File: config.mk
export PLATFORM = sky130hd
export DESIGN_NAME = seq_mult_32bit_flat
export DESIGN_NICKNAME = d
export VERILOG_FILES = /design/src/rtl/seq_mult_32bit_pkg.sv /design/src/rtl/seq_mult_32bit_if.sv /design/src/rtl/cla_adder_32bit.sv /design/src/rtl/seq_mult_32bit.sv /design/src/flat_wrapper.sv
export SDC_FILE = /design/constraint.sdc
export NUM_CORES = 1
export LEC_CHECK = 0
export CAP_MARGIN = 10
export CORE_ASPECT_RATIO = 0.7
export CORE_UTILIZATION = 30
export DETAILED_ROUTE_END_ITERATION = 10
export GPL_ROUTABILITY_DRIVEN = 0
export SYNTH_ARGS = -nofsm -noshare
export SYNTH_HDL_FRONTEND = slang
export SYNTH_SLANG_ARGS = --single-unit
export TNS_END_PERCENT = 100
File: constraint.sdc
create_clock -name clk -period 2.7 [get_ports clk]
set_input_delay 0.405 -clock clk [delete_from_list [all_inputs] [get_ports clk]]
set_output_delay 0.405 -clock clk [all_outputs]
set_load 0.02 [all_outputs]
File: src/rtl/seq_mult_32bit_pkg.sv
`default_nettype none
// ============================================================================
// Module      : seq_mult_32bit_pkg
// Description : Shared types and constants for the sequential 32x32 multiplier
// Revision    : 1.0 - initial release
// ============================================================================
package seq_mult_32bit_pkg;

   localparam int c_op_width   = 32;
   localparam int c_prod_width = 2 * c_op_width;

   // Index of the final shift-and-add step (32 steps, counted from zero)
   localparam logic [5:0] c_last_step = 6'd31;

   typedef enum logic [1:0] {
      S_IDLE = 2'd0,
      S_RUN  = 2'd1,
      S_DONE = 2'd2
   } state_t;

endpackage
`default_nettype wire

File: src/rtl/seq_mult_32bit_if.sv
`default_nettype none
// ============================================================================
// Module      : seq_mult_32bit_if
// Description : Request / result handshake bundle for the sequential multiplier
// Revision    : 1.0 - initial release
// ============================================================================
interface seq_mult_32bit_if;
   import seq_mult_32bit_pkg::*;

   logic                    start_valid;
   logic                    start_ready;
   logic [c_op_width-1:0]   a;
   logic [c_op_width-1:0]   b;
   logic                    busy;
   logic                    done;
   logic [c_prod_width-1:0] product;

   // Requester side
   modport master (
      output start_valid, a, b,
      input  start_ready, busy, done, product
   );

   // Multiplier side
   modport slave (
      input  start_valid, a, b,
      output start_ready, busy, done, product
   );

endinterface
`default_nettype wire

File: src/rtl/cla_adder_32bit.sv
`default_nettype none
// ============================================================================
// Module      : cla_adder_32bit
// Description : 32-bit two-level carry-lookahead adder (8 groups of 4 bits)
// Revision    : 1.0 - initial release
// ============================================================================
module cla_adder_32bit (
   input  logic [31:0] A,
   input  logic [31:0] B,
   input  logic        C0,
   output logic [31:0] S,
   output logic        C32,
   output logic        Pg,
   output logic        Gg,
   output logic        overflow
);

   logic [31:0] w_g;
   logic [31:0] w_p;
   logic [31:0] w_bc;      // carry into each bit
   logic [7:0]  w_grp_g;
   logic [7:0]  w_grp_p;
   logic [8:0]  w_gc;      // carry into each 4-bit group; [8] is the carry out

   assign w_g = A & B;
   assign w_p = A ^ B;

   // First level: bit carries inside each group from that group's carry-in
   for (genvar k = 0; k < 8; k++) begin : g_group
      logic [3:0] w_gk;
      logic [3:0] w_pk;
      logic       w_ci;

      assign w_gk = w_g[4*k +: 4];
      assign w_pk = w_p[4*k +: 4];
      assign w_ci = w_gc[k];

      assign w_bc[4*k]   = w_ci;
      assign w_bc[4*k+1] = w_gk[0] | (w_pk[0] & w_ci);
      assign w_bc[4*k+2] = w_gk[1] | (w_pk[1] & w_gk[0]) | (w_pk[1] & w_pk[0] & w_ci);
      assign w_bc[4*k+3] = w_gk[2] | (w_pk[2] & w_gk[1]) | (w_pk[2] & w_pk[1] & w_gk[0])
                         | (w_pk[2] & w_pk[1] & w_pk[0] & w_ci);

      assign w_grp_g[k] = w_gk[3] | (w_pk[3] & w_gk[2]) | (w_pk[3] & w_pk[2] & w_gk[1])
                        | (w_pk[3] & w_pk[2] & w_pk[1] & w_gk[0]);
      assign w_grp_p[k] = &w_pk;
   end

   // Second level: group carries plus whole-word propagate/generate
   always_comb begin : p_group_lookahead
      logic w_carry;
      logic w_gen;
      logic w_prop;
      w_carry = C0;
      w_gen   = 1'b0;
      w_prop  = 1'b1;
      for (int k = 0; k < 8; k++) begin
         w_gc[k] = w_carry;
         w_carry = w_grp_g[k] | (w_grp_p[k] & w_carry);
         w_gen   = w_grp_g[k] | (w_grp_p[k] & w_gen);
         w_prop  = w_prop & w_grp_p[k];
      end
      w_gc[8] = w_carry;
      Gg      = w_gen;
      Pg      = w_prop;
   end

   assign S        = w_p ^ w_bc;
   assign C32      = w_gc[8];
   assign overflow = w_bc[31] ^ w_gc[8];

endmodule
`default_nettype wire

File: src/rtl/seq_mult_32bit.sv
`default_nettype none
// ============================================================================
// Module      : seq_mult_32bit
// Description : Unsigned 32x32->64 shift-and-add multiplier, one step per
//               cycle through a 32-bit CLA adder; optional zero-operand bypass
// Revision    : 1.0 - initial release
// ============================================================================
module seq_mult_32bit
   import seq_mult_32bit_pkg::*;
#(
   parameter int WIDTH      = 32,    // adder is fixed at 32 bits; no other value works
   parameter bit EARLY_ZERO = 1'b1
) (
   input  logic           clk,
   input  logic           rst,
   seq_mult_32bit_if.slave bus
);

   state_t               r_state;
   state_t               w_next;
   logic [WIDTH-1:0]     r_mcand;
   logic [WIDTH-1:0]     r_hi;
   logic [WIDTH-1:0]     r_lo;
   logic [5:0]           r_cnt;
   logic [2*WIDTH-1:0]   r_product;

   logic [WIDTH-1:0]     w_add_b;
   logic [WIDTH-1:0]     w_sum;
   logic                 w_c32;
   logic                 w_pg;
   logic                 w_gg;
   logic                 w_ovf;
   logic                 w_unused;
   logic                 w_ready;
   logic                 w_accept;
   logic                 w_zero;
   logic                 w_last;

   assign w_ready  = (r_state == S_IDLE) || (r_state == S_DONE);
   assign w_accept = bus.start_valid & w_ready;
   assign w_zero   = EARLY_ZERO && ((bus.a == '0) || (bus.b == '0));
   assign w_last   = (r_state == S_RUN) && (r_cnt == c_last_step);

   // Add the multiplicand only when the current multiplier bit is set
   assign w_add_b = r_lo[0] ? r_mcand : '0;

   cla_adder_32bit u_adder (
      .A        (r_hi),
      .B        (w_add_b),
      .C0       (1'b0),
      .S        (w_sum),
      .C32      (w_c32),
      .Pg       (w_pg),
      .Gg       (w_gg),
      .overflow (w_ovf)
   );

   // Group outputs of the adder are not needed here
   assign w_unused = w_pg ^ w_gg ^ w_ovf;

   // State register
   always_ff @(posedge clk) begin
      if (rst) r_state <= S_IDLE;
      else     r_state <= w_next;
   end

   // Next-state logic: IDLE and DONE both accept; DONE falls back to IDLE
   always_comb begin
      w_next = r_state;
      case (r_state)
         S_IDLE, S_DONE: begin
            if (w_accept) w_next = w_zero ? S_DONE : S_RUN;
            else          w_next = S_IDLE;
         end
         S_RUN: begin
            if (w_last) w_next = S_DONE;
         end
         default: w_next = S_IDLE;
      endcase
   end

   // Datapath: load on accept, otherwise one shift-and-add step per RUN cycle
   always_ff @(posedge clk) begin
      if (rst) begin
         r_mcand   <= '0;
         r_hi      <= '0;
         r_lo      <= '0;
         r_cnt     <= '0;
         r_product <= '0;
      end else if (w_accept) begin
         r_mcand <= bus.a;
         r_hi    <= '0;
         r_lo    <= bus.b;
         r_cnt   <= '0;
         if (w_zero) r_product <= '0;
      end else if (r_state == S_RUN) begin
         // Carry out of the adder becomes the new top bit, so nothing is lost
         r_hi  <= {w_c32, w_sum[WIDTH-1:1]};
         r_lo  <= {w_sum[0], r_lo[WIDTH-1:1]};
         r_cnt <= r_cnt + 6'd1;
         if (w_last) r_product <= {w_c32, w_sum, r_lo[WIDTH-1:1]};
      end
   end

   assign bus.start_ready = w_ready;
   assign bus.busy        = (r_state == S_RUN);
   assign bus.done        = (r_state == S_DONE);
   assign bus.product     = r_product;

endmodule
`default_nettype wire

File: src/flat_wrapper.sv
// flat-port wrapper written by rule: the top's interface ports become plain ports
module seq_mult_32bit_flat import seq_mult_32bit_pkg::*;
#(
   parameter int WIDTH      = 32,                                                      
   parameter bit EARLY_ZERO = 1'b1
)
  (clk, rst, bus_start_valid, bus_a, bus_b, bus_start_ready, bus_busy, bus_done, bus_product);
  seq_mult_32bit_if bus_i ();
  input  logic clk;
  input  logic rst;
  input wire logic [$bits(bus_i.start_valid)-1:0] bus_start_valid;
  input wire logic [$bits(bus_i.a)-1:0] bus_a;
  input wire logic [$bits(bus_i.b)-1:0] bus_b;
  output wire logic [$bits(bus_i.start_ready)-1:0] bus_start_ready;
  output wire logic [$bits(bus_i.busy)-1:0] bus_busy;
  output wire logic [$bits(bus_i.done)-1:0] bus_done;
  output wire logic [$bits(bus_i.product)-1:0] bus_product;
  assign bus_i.start_valid = bus_start_valid;
  assign bus_i.a = bus_a;
  assign bus_i.b = bus_b;
  assign bus_start_ready = bus_i.start_ready;
  assign bus_busy = bus_i.busy;
  assign bus_done = bus_i.done;
  assign bus_product = bus_i.product;
  seq_mult_32bit #(.WIDTH(WIDTH), .EARLY_ZERO(EARLY_ZERO)) u_core (.clk(clk), .rst(rst), .bus(bus_i));
endmodule
==> results.py <==
metrics = {
    "drt": {
        "vias": 6979,
        "drc_errors": 0,
        "drt-initial-drc-count": 531,
        "totalWireLength_um": 23800,
        "routed_via_density": 4.97,
        "first_pass_iters": 5,
        "ant_nets": 0,
        "routedWlPerCell_um": 16.9,
    },
    "clocking": {
        "path_clk_slew_ns": 0.07,
        "root_buffer": "clkbuf_16",
        "clock_latency_ns": 0.43,
        "clock-sinks": 168,
        "cts.path.max_buffers": 2,
        "cts_tree": "yes",
        "htreeDepth": 4,
        "numCtsBuffers": 17,
    },
    "synthesis": {
        "synthCells": 883,
        "ys_seq_area_share_pct": 44.9,
        "synth-edff-count": 0,
        "synth-seq-cells": 168,
        "synth_async_sr_flop_share_pct": 0,
        "synthFlopType": "dfxtp_1",
        "synthTopCellsByArea": "dfxtp_1, nor2_1, nand2_1",
        "synthesis.nets": 991,
        "synth.distinct_cells": 52,
        "yosysTopAreaCell": "dfxtp_1",
        "synth_area_per_cell_um2": 8.48,
        "netlist.area_leader.share_pct": 44.9,
        "syn_area_mm2": 0.00749,
        "yosysWarnings": 0,
    },
    "power_and_ir_drop": {
        "power.density_mw_per_mm2": 543,
        "power.total_mw": 5.92,
        "p_leak_nw": 4.17,
        "peakVddDrop_v": 0.000472,
    },
    "timing": {
        "min_period_ns": 2.81,
        "maxSlewHeadroom_pct": 60.1,
        "fmax_mhz": 356,
        "layout_setup_ws_ns": -0.107,
        "min_period_over_period_pct": 104,
        "worst_slew_pin_slew_ns": 0.599,
        "hold_viol_final": 0,
        "fin_skew_ns": 0.0145,
        "final_max_slew_viol_count": 0,
        "setup_viol": 22,
        "rsz0062_at_grt": "true",
        "tns_ns": -1.19,
    },
    "job": {
        "maxCapViolCount": 0,
    },
    "setup_path": {
        "arrival_ns": 3.16,
        "start_kind": "register",
        "end_kind": "register",
        "crit_type": "reg2reg",
        "cp.required_ns": 3.05,
        "critical_path.max_fanout": 5,
    },
    "floorplan": {
        "io_pins": 134,
        "die_x_um": 191,
        "rows": 47,
        "coreArea_mm2": 0.0241,
        "die_h_um": 134,
        "initial_utilization_pct": 31.1,
        "die_area_mm2": 0.0256,
    },
    "layout": {
        "syn2layout_area_growth_pct": 45.5,
        "fin_cells": 1405,
        "drive_gt1_share_pct": 20.3,
        "final_cell_mix": "dfxtp_1, clkdlybuf4s50_1, nor2_1",
        "fin_nets": 1182,
        "final_common_cell": "dfxtp_1",
    },
    "placement": {
        "port_buffers": 133,
        "dp_hpwl_um": 16300,
        "dp.cells": 1365,
        "post-place-ws_ns": -0.403,
    },
    "outcome": {
        "failed_checks": "negative setup slack",
        "status": "complete, but fails checks",
    },
    "global_routing": {
        "grt_usage_pct": 18.7,
        "grt_pass1_wl_um": 37400,
        "grt_max_degree": 47,
        "antenna_found_initial": 0,
        "grt_pass1_vias": 6779,
        "gr-total-overflow": 0,
    },
    "min_path": {
        "hold_class": "in2reg",
    },
}
stage by stage:
stage,hold WS [ns],instance area (µm²),util [%]
2_1_floorplan,0.432,7660,-
3_3_place_gp,0.442,9840,40.9
3_5_place_dp,0.446,9840,40.9
4_1_cts,0.421,10700,44.3
5_1_grt,0.464,10900,45.3
6_report,0.438,10900,45.3
timing repair:
| item | CTS | global route |
|---|---|---|
| hold buffers | 0 | 0 |
| setup endpoints to repair | 50 | 47 |
| pin swaps | 31 | 38 |
| buffers inserted | 5 | 3 |
| gates resized for setup | 34 | 48 |
| cloned | 0 | 0 |
routing by layer:
layer | global-route usage (%) | share of wire (%)
met1 | 27.6 | 52
met2 | 27.6 | 43
met4 | 4.09 | 1.1
met5 | 0 | 0
met3 | 4.13 | 4.1
synthesized netlist by cell type, types with 11 or more instances:
master and number:
xor2_1 16, nor2_1 121, nor3_1 39, dfxtp_1 168
and2_1 34, o22ai_1 33, a21oi_1 73, clkbuf_1 50
nor4_1 17, a22oi_1 42, inv_1 12, ha_1 33
nand2_1 119, o21ai_0 11
critical path: stages (launching register included):
cell and delay, ns:
dfxtp_4 0.38, buf_12 0.14, and2_4 0.14, ha_4 0.24, a21oi_2 0.13, o21a_1 0.19, nor2_2 0.06, a2111oi_4 0.35
a211o_1 0.23, nand2_2 0.08, fa_2 0.38, xor2_1 0.21, nor2_1 0.06, nor3_1 0.15
where the power goes:
group	internal (mW)	total (mW)	switching, mW
Sequential	2.58	2.65	0.0776
Combinational	0.322	0.727	0.406
Clock	1.49	2.54	1.06
kinds of logic after synthesis:
group | share of synthesized area (%)
AOI/OAI and AO/OA | 18.9
xor gates and xnor gates | 2.92
and+or+nand+nor | 22.0
DFF | 44.9
adders and majority gates | 7.65
buffers and inverters | 3.59
state kept, by name, indices dropped and copies added, names as in the netlist:
signal	count
u_core.r_lo	32
u_core.r_hi	32
u_core.r_mcand	32
u_core.r_state	2
u_core.r_cnt	6
u_core.bus.product	64
worst paths after layout:
kind                                                          start                             endpoint  slack, ns  depth (start not counted)
worst min register to register  u_core.bus.product[63]$_SDFFE_PP0P_  u_core.bus.product[63]$_SDFFE_PP0P_       0.45                          2
worst min-delay path                                            rst  u_core.bus.product[60]$_SDFFE_PP0P_       0.44                          2
worst max register to register          u_core.r_lo[0]$_SDFFE_PP0P_         u_core.r_hi[24]$_SDFFE_PP0P_      -0.11                         13
worst max-delay path                    u_core.r_lo[0]$_SDFFE_PP0P_         u_core.r_hi[24]$_SDFFE_PP0P_      -0.11                         13
final cells by class:
cell class	instances	area [µm²]
clock buffer	18	439
sequential	168	3370
antenna	1	2.50
clock inverter	13	168
fill	2307	13200
timing repair buffer	230	2120
multi-input combinational	644	4350
inverter	13	48.8
tap	318	398
Power figures use the tool's default switching activity.
==> RTL change 1 (config.mk and constraints unchanged) <==
Make the reset (`rst`) asynchronous in 2 clocked blocks.
--- a/src/rtl/seq_mult_32bit.sv
+++ b/src/rtl/seq_mult_32bit.sv
@@ -60,5 +60,5 @@
 
    // State register
-   always_ff @(posedge clk) begin
+   always_ff @(posedge clk or posedge rst) begin
       if (rst) r_state <= S_IDLE;
       else     r_state <= w_next;
@@ -81,5 +81,5 @@
 
    // Datapath: load on accept, otherwise one shift-and-add step per RUN cycle
-   always_ff @(posedge clk) begin
+   always_ff @(posedge clk or posedge rst) begin
       if (rst) begin
          r_mcand   <= '0;
Formal check against the unedited RTL: differs if rst is asserted again (counterexample within 4 cycles, from zero or initial values and one cycle with rst high); with rst held inactive, the same outputs for 10 cycles.
==> RTL change 1 against the original RTL <==
The flow still finishes with violations (negative setup slack). Maximum frequency shrank 13%. Sequential cell count is the same. Global-route usage shrank 0.39 points. Count of clock-buffer cells in the layout grew 3. Synthesized area grew 7.6%. Wire length grew 4.2%. Critical path depth is the same. Final cell count shrank 0.64%. Setup slack lost 0.41 ns. Cell area grew 8.3%.
Power is not compared: it rests on default switching activity, and its combinational part moved more than twofold at a synthesized area within 25%.
==> RTL change 1: results (changes against the original RTL) <==
stage,metric,value,unit,change
outcome,outcome,finished with violations,,unchanged
outcome,violations,negative setup slack,,unchanged
finish,layout-drive-gt1-share,0.228,,was 0.203
placed_design,dp.cells,1346,,"was 1,365"
finish,fill_cells,2431,,"was 2,307"
finish,layout.nets,1136,,"was 1,182"
drt,drt_iter0_drc,392,,was 531
timing,setup_tns,-11.22,ns,was -1.19 ns
worst_setup_path,rr_endpoint,u_core.bus.product[62]$_DFFE_PP0P_,,was u_core.r_hi[24]$_SDFFE_PP0P_
synth,synth_fa_ha_area_frac,0.0711,,was 0.0765
synth,synth_compound_area_frac,0.176,,was 0.189
synth,synthTopCellsByArea,"dfrtp_1, nand2_1, a22o_1",,"was dfxtp_1, nor2_1, nand2_1"
timing,finalSetupViolCount,43,,was 22
worst_setup_path,slowest_delay,0.54,ns,was 0.38 ns
worst_setup_path,reg2reg_from,u_core.r_lo[0]$_DFFE_PP0P_,,was u_core.r_lo[0]$_SDFFE_PP0P_
placed_design,post-dp-hpwl,17000,um,"was 16,300 um"
synth,synthXorXnorAreaFrac,0.0228,,was 0.0292
synth,synth_common_cells,"nand2_1, dfrtp_1, a22o_1",,"was dfxtp_1, nor2_1, nand2_1"
synth,synthMuxAreaShare,0.00124,,was 0
timing,hold_slack,0.429,ns,was 0.438 ns
timing,tightest_slew,0.933,ns,was 0.599 ns
finish,diodes,0,,was 1
grt,grt_util_all_layers,0.183,,was 0.187
synth,seq_area_frac_synth,0.522,,was 0.449
placed_design,post-place-ws,-0.697,ns,was -0.403 ns
grt,grt_max_degree,46,,was 47
worst_hold_path,hold_path_class,in -> async,,was in -> reg
drt,dr_total_vias,6849,,"was 6,979"
placed_design,dpl_cell_area,10600,um2,was 9840 um2
synth,syn_nets,924,,was 991
worst_setup_path,slowest_stage,or4_4,,was dfxtp_4
drt,firstDrtPassIters,7,,was 5
clocking,cts_resized,32,,was 34
clocking,post_cts_buffers,9,,was 5
synth,synth_cell_types,48,,was 52
clocking,insertion_delay,0.42,ns,
timing,setup_ws,-0.520,ns,was -0.107 ns
finish,fin_util,0.453,,about the same
drt,wire_per_inst,17.8,um,was 16.9 um
RTL change 1: cell types whose count changed after synthesis, sizes merged, moves of 7 or more:
cell and change:
dfrtp +168, dfxtp -168, nand2 +82, nor2 -68, a22o +56, a21oi -50, a22oi -41, nor3 -36
a31oi +33, o22ai -32, o21ai +10, clkbuf -8, xor2 -8, o31ai +7
RTL change 1: layer usage:
metal  GRT usage  part of all wire  vias up
met5           0                 0        -
met4      0.0392             0.010        0
met3      0.0435             0.051       15
met2       0.261              0.43      169
met1       0.279              0.51     3384
li1            -                 -     3281
RTL change 1: cell type report:
type	count	area share
Sequential cell	168	0.356
Clock buffer	21	0.0390
Clock inverter	9	0.0106
Inverter	13	0.00445
Tap cell	357	0.0378
Multi-Input combinational cell	586	0.359
Timing Repair Buffer	242	0.193
RTL change 1: logic make-up after synthesis:
family | Yosys count
mux | 1
buf+inv | 62
xor+xnor | 21
simple gates | 331
fa+ha+maj | 41
flops | 168
compound gates | 192
==> RTL change 2 (same flow settings) <==
Without the edit above. `EARLY_ZERO` is set to 1'b1 in 2 places; all go to 1'b0.
--- a/src/rtl/seq_mult_32bit.sv
+++ b/src/rtl/seq_mult_32bit.sv
@@ -10,5 +10,5 @@
 #(
    parameter int WIDTH      = 32,    // adder is fixed at 32 bits; no other value works
-   parameter bit EARLY_ZERO = 1'b1
+   parameter bit EARLY_ZERO = 1'b0
 ) (
    input  logic           clk,
--- a/src/flat_wrapper.sv
+++ b/src/flat_wrapper.sv
@@ -3,5 +3,5 @@
 #(
    parameter int WIDTH      = 32,                                                      
-   parameter bit EARLY_ZERO = 1'b1
+   parameter bit EARLY_ZERO = 1'b0
 )
   (clk, rst, bus_start_valid, bus_a, bus_b, bus_start_ready, bus_busy, bus_done, bus_product);
Formal check against the unedited RTL: not equivalent (a bounded check fails within 4 cycles, from zero or initial values and one cycle with rst high).
==> RTL change 2 against the original RTL <==
The flow still finishes with violations (negative setup slack). Non-clock buffer count is 1 higher. Maximum frequency is 9.0% lower. Synthesized area is 4.3% higher. Final cell count is 6.0% higher. Wire length is 2.6% lower. Cell area is 4.7% higher. First-iteration DRC count is 12% lower. Via count is 4.5% higher. Total power is 5.0% lower. Hold slack worse by 0.21 ns. Setup slack worse by 0.28 ns. Sequential cell count stayed put. Critical endpoint is now u_core.bus.product[60]$_SDFFE_PP0P_. Largest cell class unchanged. Largest power group unchanged. Highest routed layer unchanged.
==> RTL change 2: results (changes against the original RTL) <==
stage,metric,value,unit,change
outcome,outcome,finished with violations,,unchanged
outcome,violations,negative setup slack,,unchanged
worst_hold_path,hold_path_class,in -> reg,,unchanged
timing,tightest_slew,0.807,ns,was 0.599 ns
power_and_ir_drop,leakage,4.12,nW,was 4.17 nW
grt,antenna_found_initial,0,,unchanged
grt,grt_util_all_layers,0.173,,was 0.187
clocking,insertion_delay,0.43,ns,about the same
clocking,ctsHtreeMaxLevel,4,,unchanged
timing,setup_ws,-0.386,ns,was -0.107 ns
grt,grt_max_degree,69,,was 47
grt,met3_usage,0.0352,,was 0.0413
synth,synthArstFlopShare,0,,unchanged
clocking,cts_root_buf,clkbuf_16,,unchanged
synth,synth.most_common_cell,nand2_1,,was dfxtp_1
grt,grt_pass1_vias,6806,,"was 6,779"
synth,synth_cell_types,59,,was 52
finish,layout-drive-gt1-share,0.223,,was 0.203
synth,synth_ff_type,dfxtp_1,,unchanged
grt,grt_use_met1,0.255,,was 0.276
grt,grt.met2_usage,0.253,,was 0.276
finish,diodes,0,,was 1
worst_setup_path,path_max_fanout,8,,was 5
worst_setup_path,slowest_delay,0.37,ns,
timing,setup_tns,-7.66,ns,was -1.19 ns
synth,synth_warnings,0,,unchanged
synth,syn_nets,1073,,was 991
clocking,numCtsBuffers,17,,unchanged
placed_design,post-dp-hpwl,15300,um,"was 16,300 um"
timing,slew_violations,0,,unchanged
clocking,clk_pin_slew,0.06,ns,
finish,largest_reg_flops,64,,unchanged
drt,drt-total-wl,23100,um,"was 23,800 um"
worst_setup_path,slowest_stage,dfxtp_4,,unchanged
timing,fin_skew,0.0120,ns,was 0.0145 ns
timing,finalSetupViolCount,37,,was 22
power_and_ir_drop,vdd_drop_max,0.473,mV,was 0.472 mV
grt,grt_pass1_wl,36400,um,"was 37,400 um"
drt,viasPerCell,4.90,,was 4.97
synth,synth_common_cells,"nand2_1, dfxtp_1, a21oi_1",,"was dfxtp_1, nor2_1, nand2_1"
worst_setup_path,critPathTopFamily,compound AO/OA/AOI/OAI gates,,unchanged
clocking,cts_buffer_depth,2,,unchanged
finish,layout.nets,1255,,"was 1,182"
synth,seq_area_frac_synth,0.430,,was 0.449
drt,drt_iter0_drc,466,,was 531
placed_design,io_buffers,133,,unchanged
synth,synthTopCellsByArea,"dfxtp_1, nand2_1, a21oi_1",,"was dfxtp_1, nor2_1, nand2_1"
drt,firstDrtPassIters,5,,unchanged
worst_setup_path,arrival,3.43,ns,was 3.16 ns
-- RTL change 2: stage by stage --
step / instances / worst slack (ns) / utilization / cell area (um2) / hold slack, ns
2_1_floorplan: 965 / -0.269 / - / 8010 / 0.432
3_5_place_dp: 1440 / -0.473 / 0.394 / 10100 / 0.447
5_1_grt: 1490 / -0.513 / 0.445 / 11400 / 0.212
6_report: 1490 / -0.386 / 0.445 / 11400 / 0.232
3_3_place_gp: 1440 / -0.412 / 0.394 / 10100 / 0.442
4_1_cts: 1479 / -0.367 / 0.427 / 10900 / 0.218
-- RTL change 2: cell type report --
class / count / area (um2)
tap: 331 / 414
multi-input combinational: 719 / 4860
fill: 2534 / 14200
clock buffer: 22 / 474
clock inverter: 9 / 92.6
inverter: 10 / 37.5
sequential: 168 / 3370
timing repair buffer: 231 / 2160
-- RTL change 2: cells by family (layout without fill, tap and decap cells) --
kind of cell	after synthesis	after routing	synth area share
buffers and inverters	78	272	0.0381
DFF	168	168	0.430
xor gates and xnor gates	18	18	0.0202
AOI/OAI and AO/OA	225	225	0.194
adders and majority gates	41	41	0.0733
and+or+nand+nor	434	434	0.243
muxes	1	1	0.00128
-- RTL change 2: metal layers --
metal / vias up / part of all wire
li1: 3676 / -
met1: 3454 / 0.52
met2: 151 / 0.43
met3: 15 / 0.041
met4: 0 / 0.011
met5: - / 0
-- RTL change 2: timing repair --
action | CTS | global route
buffers inserted | 9 | 11
endpoints found under the setup margin | 40 | 44
hold buffers | 0 | 0
gates resized for setup | 35 | 73
cloned | 0 | 1
pin swaps | 29 | 34
-- RTL change 2: path summary, 6_finish.rpt --
check | from | end | slack (ns) | depth (start not counted)
max | u_core.r_lo[0]$_SDFFE_PP0P_ | u_core.bus.product[60]$_SDFFE_PP0P_ | -0.39 | 14
min | rst | u_core.bus.product[48]$_SDFFE_PP0P_ | 0.23 | 2
max reg2reg | u_core.r_lo[0]$_SDFFE_PP0P_ | u_core.bus.product[60]$_SDFFE_PP0P_ | -0.39 | 14
min reg2reg | u_core.bus.product[39]$_SDFFE_PP0P_ | u_core.bus.product[39]$_SDFFE_PP0P_ | 0.45 | 2
-- RTL change 2: where the power goes --
group	switching, W	internal, W	leakage (nW)
Sequential	0.0000701	0.00257	1.37
Clock	0.00103	0.00134	0.269
Combinational	0.000336	0.000284	2.48
Total	0.00143	0.00419	4.12
